===== src/rtl/debounce_sync.sv =====
`default_nettype none
// ============================================================================
// Module   : debounce_sync
// Brief    : Synchronizes a raw asynchronous input and debounces it into a
//            clean level. The sig_clean level changes only after the
//            synchronized input has held a new value for DEBOUNCE_CYCLES
//            consecutive samples.
// Option   : DEBOUNCE_GLITCH_CNT_EN adds a saturating glitch_cnt output.
// Revision : 1.0 - initial release
// ============================================================================
module debounce_sync #(
    parameter int SYNC_STAGES     = 2,
    parameter int DEBOUNCE_CYCLES = 1000,
    parameter int GLITCH_W        = 8
) (
    input  logic                clk,
    input  logic                rst,
    input  logic                sig_raw,
    output logic                sig_clean,
    output logic                busy
`ifdef DEBOUNCE_GLITCH_CNT_EN
    ,
    output logic [GLITCH_W-1:0] glitch_cnt
`endif
);

    localparam int CNT_W = $clog2(DEBOUNCE_CYCLES);
    localparam logic [CNT_W-1:0] C_CNT_LAST = CNT_W'(DEBOUNCE_CYCLES - 1);
    localparam logic [CNT_W-1:0] C_CNT_ONE  = CNT_W'(1);

    typedef enum logic [1:0] {
        STABLE_LOW  = 2'd0,
        CHECK_HIGH  = 2'd1,
        STABLE_HIGH = 2'd2,
        CHECK_LOW   = 2'd3
    } state_t;

    if (SYNC_STAGES < 2 || DEBOUNCE_CYCLES < 2 || GLITCH_W < 1) begin : g_param_check
        $error("debounce_sync: illegal parameter value");
    end

    logic [SYNC_STAGES-1:0] r_sync;
    logic                   w_s_sync;
    state_t                 r_state;
    logic [CNT_W-1:0]       r_cnt;
    logic                   r_clean;
    logic                   r_busy;

    always_ff @(posedge clk) begin
        if (rst) begin
            r_sync <= '0;
        end else begin
            r_sync <= {r_sync[SYNC_STAGES-2:0], sig_raw};
        end
    end

    assign w_s_sync = r_sync[SYNC_STAGES-1];

    // The qualifying sample that enters a CHECK state counts as the first one.
    always_ff @(posedge clk) begin
        if (rst) begin
            r_state <= STABLE_LOW;
            r_cnt   <= '0;
            r_clean <= 1'b0;
            r_busy  <= 1'b0;
        end else begin
            case (r_state)
                STABLE_LOW: begin
                    if (w_s_sync) begin
                        r_state <= CHECK_HIGH;
                        r_cnt   <= C_CNT_ONE;
                        r_busy  <= 1'b1;
                    end
                end
                CHECK_HIGH: begin
                    if (!w_s_sync) begin
                        r_state <= STABLE_LOW;
                        r_cnt   <= '0;
                        r_busy  <= 1'b0;
                    end else if (r_cnt == C_CNT_LAST) begin
                        r_state <= STABLE_HIGH;
                        r_cnt   <= '0;
                        r_clean <= 1'b1;
                        r_busy  <= 1'b0;
                    end else begin
                        r_cnt <= r_cnt + C_CNT_ONE;
                    end
                end
                STABLE_HIGH: begin
                    if (!w_s_sync) begin
                        r_state <= CHECK_LOW;
                        r_cnt   <= C_CNT_ONE;
                        r_busy  <= 1'b1;
                    end
                end
                CHECK_LOW: begin
                    if (w_s_sync) begin
                        r_state <= STABLE_HIGH;
                        r_cnt   <= '0;
                        r_busy  <= 1'b0;
                    end else if (r_cnt == C_CNT_LAST) begin
                        r_state <= STABLE_LOW;
                        r_cnt   <= '0;
                        r_clean <= 1'b0;
                        r_busy  <= 1'b0;
                    end else begin
                        r_cnt <= r_cnt + C_CNT_ONE;
                    end
                end
                default: begin
                    r_state <= STABLE_LOW;
                    r_cnt   <= '0;
                    r_clean <= 1'b0;
                    r_busy  <= 1'b0;
                end
            endcase
        end
    end

    assign sig_clean = r_clean;
    assign busy      = r_busy;

`ifdef DEBOUNCE_GLITCH_CNT_EN
    logic                w_abort;
    logic [GLITCH_W-1:0] r_glitch_cnt;

    assign w_abort = ((r_state == CHECK_HIGH) && !w_s_sync) ||
                     ((r_state == CHECK_LOW)  &&  w_s_sync);

    always_ff @(posedge clk) begin
        if (rst) begin
            r_glitch_cnt <= '0;
        end else if (w_abort && (r_glitch_cnt != {GLITCH_W{1'b1}})) begin
            r_glitch_cnt <= r_glitch_cnt + GLITCH_W'(1);
        end
    end

    assign glitch_cnt = r_glitch_cnt;
`endif

endmodule
`default_nettype wire


===== config.mk =====
export PLATFORM = sky130hd
export DESIGN_NAME = debounce_sync
export DESIGN_NICKNAME = d
export VERILOG_FILES = /design/src/rtl/debounce_sync.sv
export SDC_FILE = /design/constraint.sdc
export NUM_CORES = 1
export LEC_CHECK = 0
export ABC_AREA = 1
export BUFFER_PORTS_ARGS = -buffer_cell sky130_fd_sc_hd__buf_2
export CAP_MARGIN = 10
export CORE_MARGIN = 1.5
export CORE_UTILIZATION = 50
export CTS_CLUSTER_DIAMETER = 30
export CTS_CLUSTER_SIZE = 30
export DETAILED_ROUTE_END_ITERATION = 10
export PLACE_DENSITY = 0.68
export SETUP_SLACK_MARGIN = 0.2
export SLEW_MARGIN = 5
export SYNTH_ARGS = -nofsm -noshare
export SYNTH_HDL_FRONTEND = slang
export SYNTH_SLANG_ARGS = --single-unit

===== constraint.sdc =====
create_clock -name clk -period 2.9 [get_ports clk]
set_clock_uncertainty 0.2 [all_clocks]
set_input_delay 0.29 -clock clk [delete_from_list [all_inputs] [get_ports clk]]
set_output_delay 0.29 -clock clk [all_outputs]
set_load 0.01 [all_outputs]

==> reports/metrics.sh <==
PLACE.GP.CONGESTION=0.841
GRT.MET2_USAGE_PCT=26.8
TIMING.CRITICAL_PATH.SLOWEST_CELL_DELAY_NS=0.37
CELLINTERNALPOWER_W=0.000288
FINAL.MIN_CLOCK_PERIOD_NS=1.57
NUMBER_OF_DISTINCT_LIBRARY_CELLS_AFTER_SYNTHESIS=20
NUMBER_OF_INPUT_AND_OUTPUT_PORT_BUFFERS_INSERTED=4
SETUP_VIOLATIONS=0
HPWL_AFTER_DETAILED_PLACEMENT_MM=1.04
GLOBAL_ROUTE_TRACK_USAGE_ON_MET1_PCT=25.7
SYNTH-WARNING-COUNT=0
SYNTHESIS.AREA_SQ_UM=777
REGTOREGSTARTPOINT='r_cnt[1]'
CLOCK.FMAX_MHz=636
CTS_ROOT_BUF='clkbuf_4'
STATUS='complete, no violations'
PLACEMENTROWS=14
POSTSYNTHNETCOUNT=117
CLK_SLEW_ON_WORST_S_H_PATHS_NS=0.10
ANTENNA_VIOLATIONS_BEFORE_REPAIR=0
FINAL_NETS=125
SEQUENTIAL_GROUP_SHARE_OF_TOTAL_POWER_PCT=58.9
REMAINING_DRC_ERRORS=0
AVGROUTEDWIREPERCELL_MICRONS=10.6
POWER.NET_SWITCHING_W=0.000103
SWITCHING_SHARE_PCT=26.4
POST_CTS_BUFFERS=0
FIN_SETUP_TNS_NS=0
H-TREE-DEPTH=1
GRT_UTIL_ALL_LAYERS_PCT=18.5
CLK-INSERTION-DELAY-LATE_NS=0.29
GATE_POWER_SHARE_PCT=10.1
DIE-WIDTH_MICRONS=42.4
POSTROUTEWIRELENGTH_MM=1.43
FLOW.AREA_GROWTH_FROM_SYNTHESIS_PCT=7.41
CP_COMMON_CELL='nand2_1'
GRT_PASS1_VIAS=607
MIN-DELAY-START='rst'
P_LEAK_nW=0.375
GRT_SETUP_UNREPAIRED='false'
CRITICAL_PATH.STARTPOINT_TYPE='flop'
AREA_TAKEN_BY_FLIP_FLOPS_AND_LATCHES_SQ_UM=320
OVERFLOW=0
YS_SEQ_AREA_SHARE_PCT=41.2
CORE_SQ_UM=1470
ANTENNADIODECOUNT=0
CRITICAL-PATH-SLOWEST-CELL='dfxtp_1'
MULTI_INPUT_COMBINATIONAL_CELL_AREA_SQ_UM=370
VIAS_PER_CELL=5.07
FIRST_PASS_GRT_WIRE_LENGTH_MM=2.48
GROUTE.LAYER.MET3.USAGE_PCT=2.59
NUM_VIAS=684
WORST_SLEW_PIN_SLEW_NS=0.320
POST_SYNTH.CELL_AREA_AVG_SQ_UM=6.88
DIE_HEIGHT_MICRONS=42.4
PATH_MAX_FANOUT=5
CRITICAL_PATH.CELL_CHAIN='ha_1 -> nand2_1 -> nor2_1 -> nand3_2 -> nand2_4 -> nand2_1 -> nand2_1 -> a21oi_1'
GR-MAX-USAGE-LAYER='met2'
CRIT_PATH_END_KIND='flop'
DRT_PRE_ANTENNA_ITERS=4
WORST_IR_DROP_VDD_V=0.000310
ANT_NETS=0
POST_SYNTHESIS_INSTANCE_TOTAL=113
CTS_BUFFER_DEPTH=2
MAXIMUM_CAPACITANCE_VIOLATIONS=0
YS_SEQ_ELEMENTS=16
LAYOUT_WORST_PATH_CYCLE_SHARE_PCT=54.2
REQUIRED_NS=2.89
GRT_MAX_DEGREE=12
FINAL_LAYOUT_SIZE_SUFFIX_GT1_SHARE_PCT=12.6
LAYOUT.CORE_UTILIZATION_PCT=56.7
CRIT_TYPE='flop to flop'
CTS_TREE='done'
FILLERINSTANCES=152
REPORT.FINAL.SLEW_VIOL_COUNT=0
HOLD_CLASS='input pin to flop'
PIN_COUNT=5
NUMCLOCKSINKS=16
NUMBER_OF_DRC_MARKERS_AFTER_THE_INITIAL_DETAILED_ROUTE_ITERATION=17
FLOORPLAN.INITIALDENSITY_PCT=52.8
TIMING.MAX_SLEW.REL_SLACK_PCT=78.5
PATH_BUF_INV=0
CTS_BUFFERS=3
CRITICAL_PATH.TOP_DELAY_FAMILY='simple AND/OR/NAND/NOR gates'
FLOORPLAN.DIE_AREA_SQ_UM=1800
WORST-ENDPOINT-ARRIVAL_NS=1.56
SOURCE_OF_THE_CRITICAL_TIMING_PATH='r_cnt[1]'
POWER.CLOCK.FRACTION_PCT=31.0
HOLD_VIOLATIONS=0
POWERDENSITY_nW_PER_UM2=468
[final timing paths]
check	to	slack (ns)	depth (start not counted)
min	r_cnt[1]	0.07	2
max	r_cnt[3]	1.33	8
max reg2reg	r_cnt[3]	1.33	8
min reg2reg	r_sync[1]	0.21	2
[area by class of cell]
cell class                      count  area share, %
Multi-Input combinational cell     76           44.4
Inverter                           19           8.55
Sequential cell                    16           38.4
Timing Repair Buffer                5           3.60
Clock buffer                        3           2.70
Tap cell                           16           2.40
[power groups by stage]
stage,clock [W],sequential (W),combinational (W)
after floorplan,0,0.000235,0.0000334
after global routing,0.000130,0.000231,0.0000448
final,0.000121,0.000230,0.0000395
after global placement,0,0.000235,0.0000376
after CTS,0.000123,0.000230,0.0000396
after detailed placement,0,0.000235,0.0000384
[what timing repair did]
item / 4_1_cts / 5_1_grt
hold buffers: 1 / 0
endpoints found under the hold margin: 1 / 0
resized for setup: 0 / 0
[worst register-to-register path: cells and delay by family, from the launching register on]
kind            cells  cell delay, ns
compound gates      1            0.05
flops               1            0.37
simple gates        6            0.66
fa+ha+maj           1            0.18
[layout by cell type, fill, tap and decap left out, drive strengths merged, types with 2 or more instances in the layout]
cell type,instances
a21oi,12
buf,4
nor2,16
inv,19
clkbuf,3
nor3,2
o21ai,2
nand3,9
nand2,31
dfxtp,16
[metal layers]
metal	up-vias	part of all wire, %	wire length [microns]
met3	5	3.0	43
met1	299	51	732
met4	0	2.9	41
li1	364	-	-
met5	-	0	0
met2	16	43	607
[kinds of logic after synthesis]
logic type               share of synthesized area, %
AND/OR/NAND/NOR                                  34.6
buffers and inverters                            11.1
flip-flops                                       41.2
AO/OA/AOI/OAI                                    11.4
adder cells (fa/ha/maj)                          1.61
[synthesized netlist by cell type]
cell type	instances	area (sq um)
a21oi_1	11	55.1
a21oi_4	1	16.3
buf_6	1	11.3
clkbuf_1	1	3.75
dfxtp_1	16	320
ha_1	1	12.5
inv_1	18	67.6
inv_2	1	3.75
nand2_1	28	105
nand2_2	2	12.5
nand2_4	1	11.3
nand3_1	7	35.0
nand3_2	2	20.0
nand4_1	1	6.26
nor2_1	15	56.3
nor2_2	1	6.26
nor3_1	2	10.0
o21ai_0	2	10.0
o21bai_1	1	7.51
or2_1	1	6.26
[registers in the layout, summed over array words and instances, names as in the netlist, named ones only]
name       flops
r_sync         2
sig_clean      1
r_state        1
r_cnt         10
busy           1
[stage by stage]
step | area (sq um) | hold WS [ns] | power (W) | setup WS (ns) | cells
2_1_floorplan | 777 | 0.188 | 0.000268 | 1.50 | 113
3_3_place_gp | 802 | 0.194 | 0.000273 | 1.34 | 131
3_5_place_dp | 802 | 0.213 | 0.000274 | 1.34 | 131
4_1_cts | 835 | 0.0779 | 0.000393 | 1.33 | 135
5_1_grt | 835 | 0.0834 | 0.000406 | 1.21 | 135
6_report | 835 | 0.0743 | 0.000391 | 1.33 | 135
Note: power is estimated with default switching activity, not from simulation.
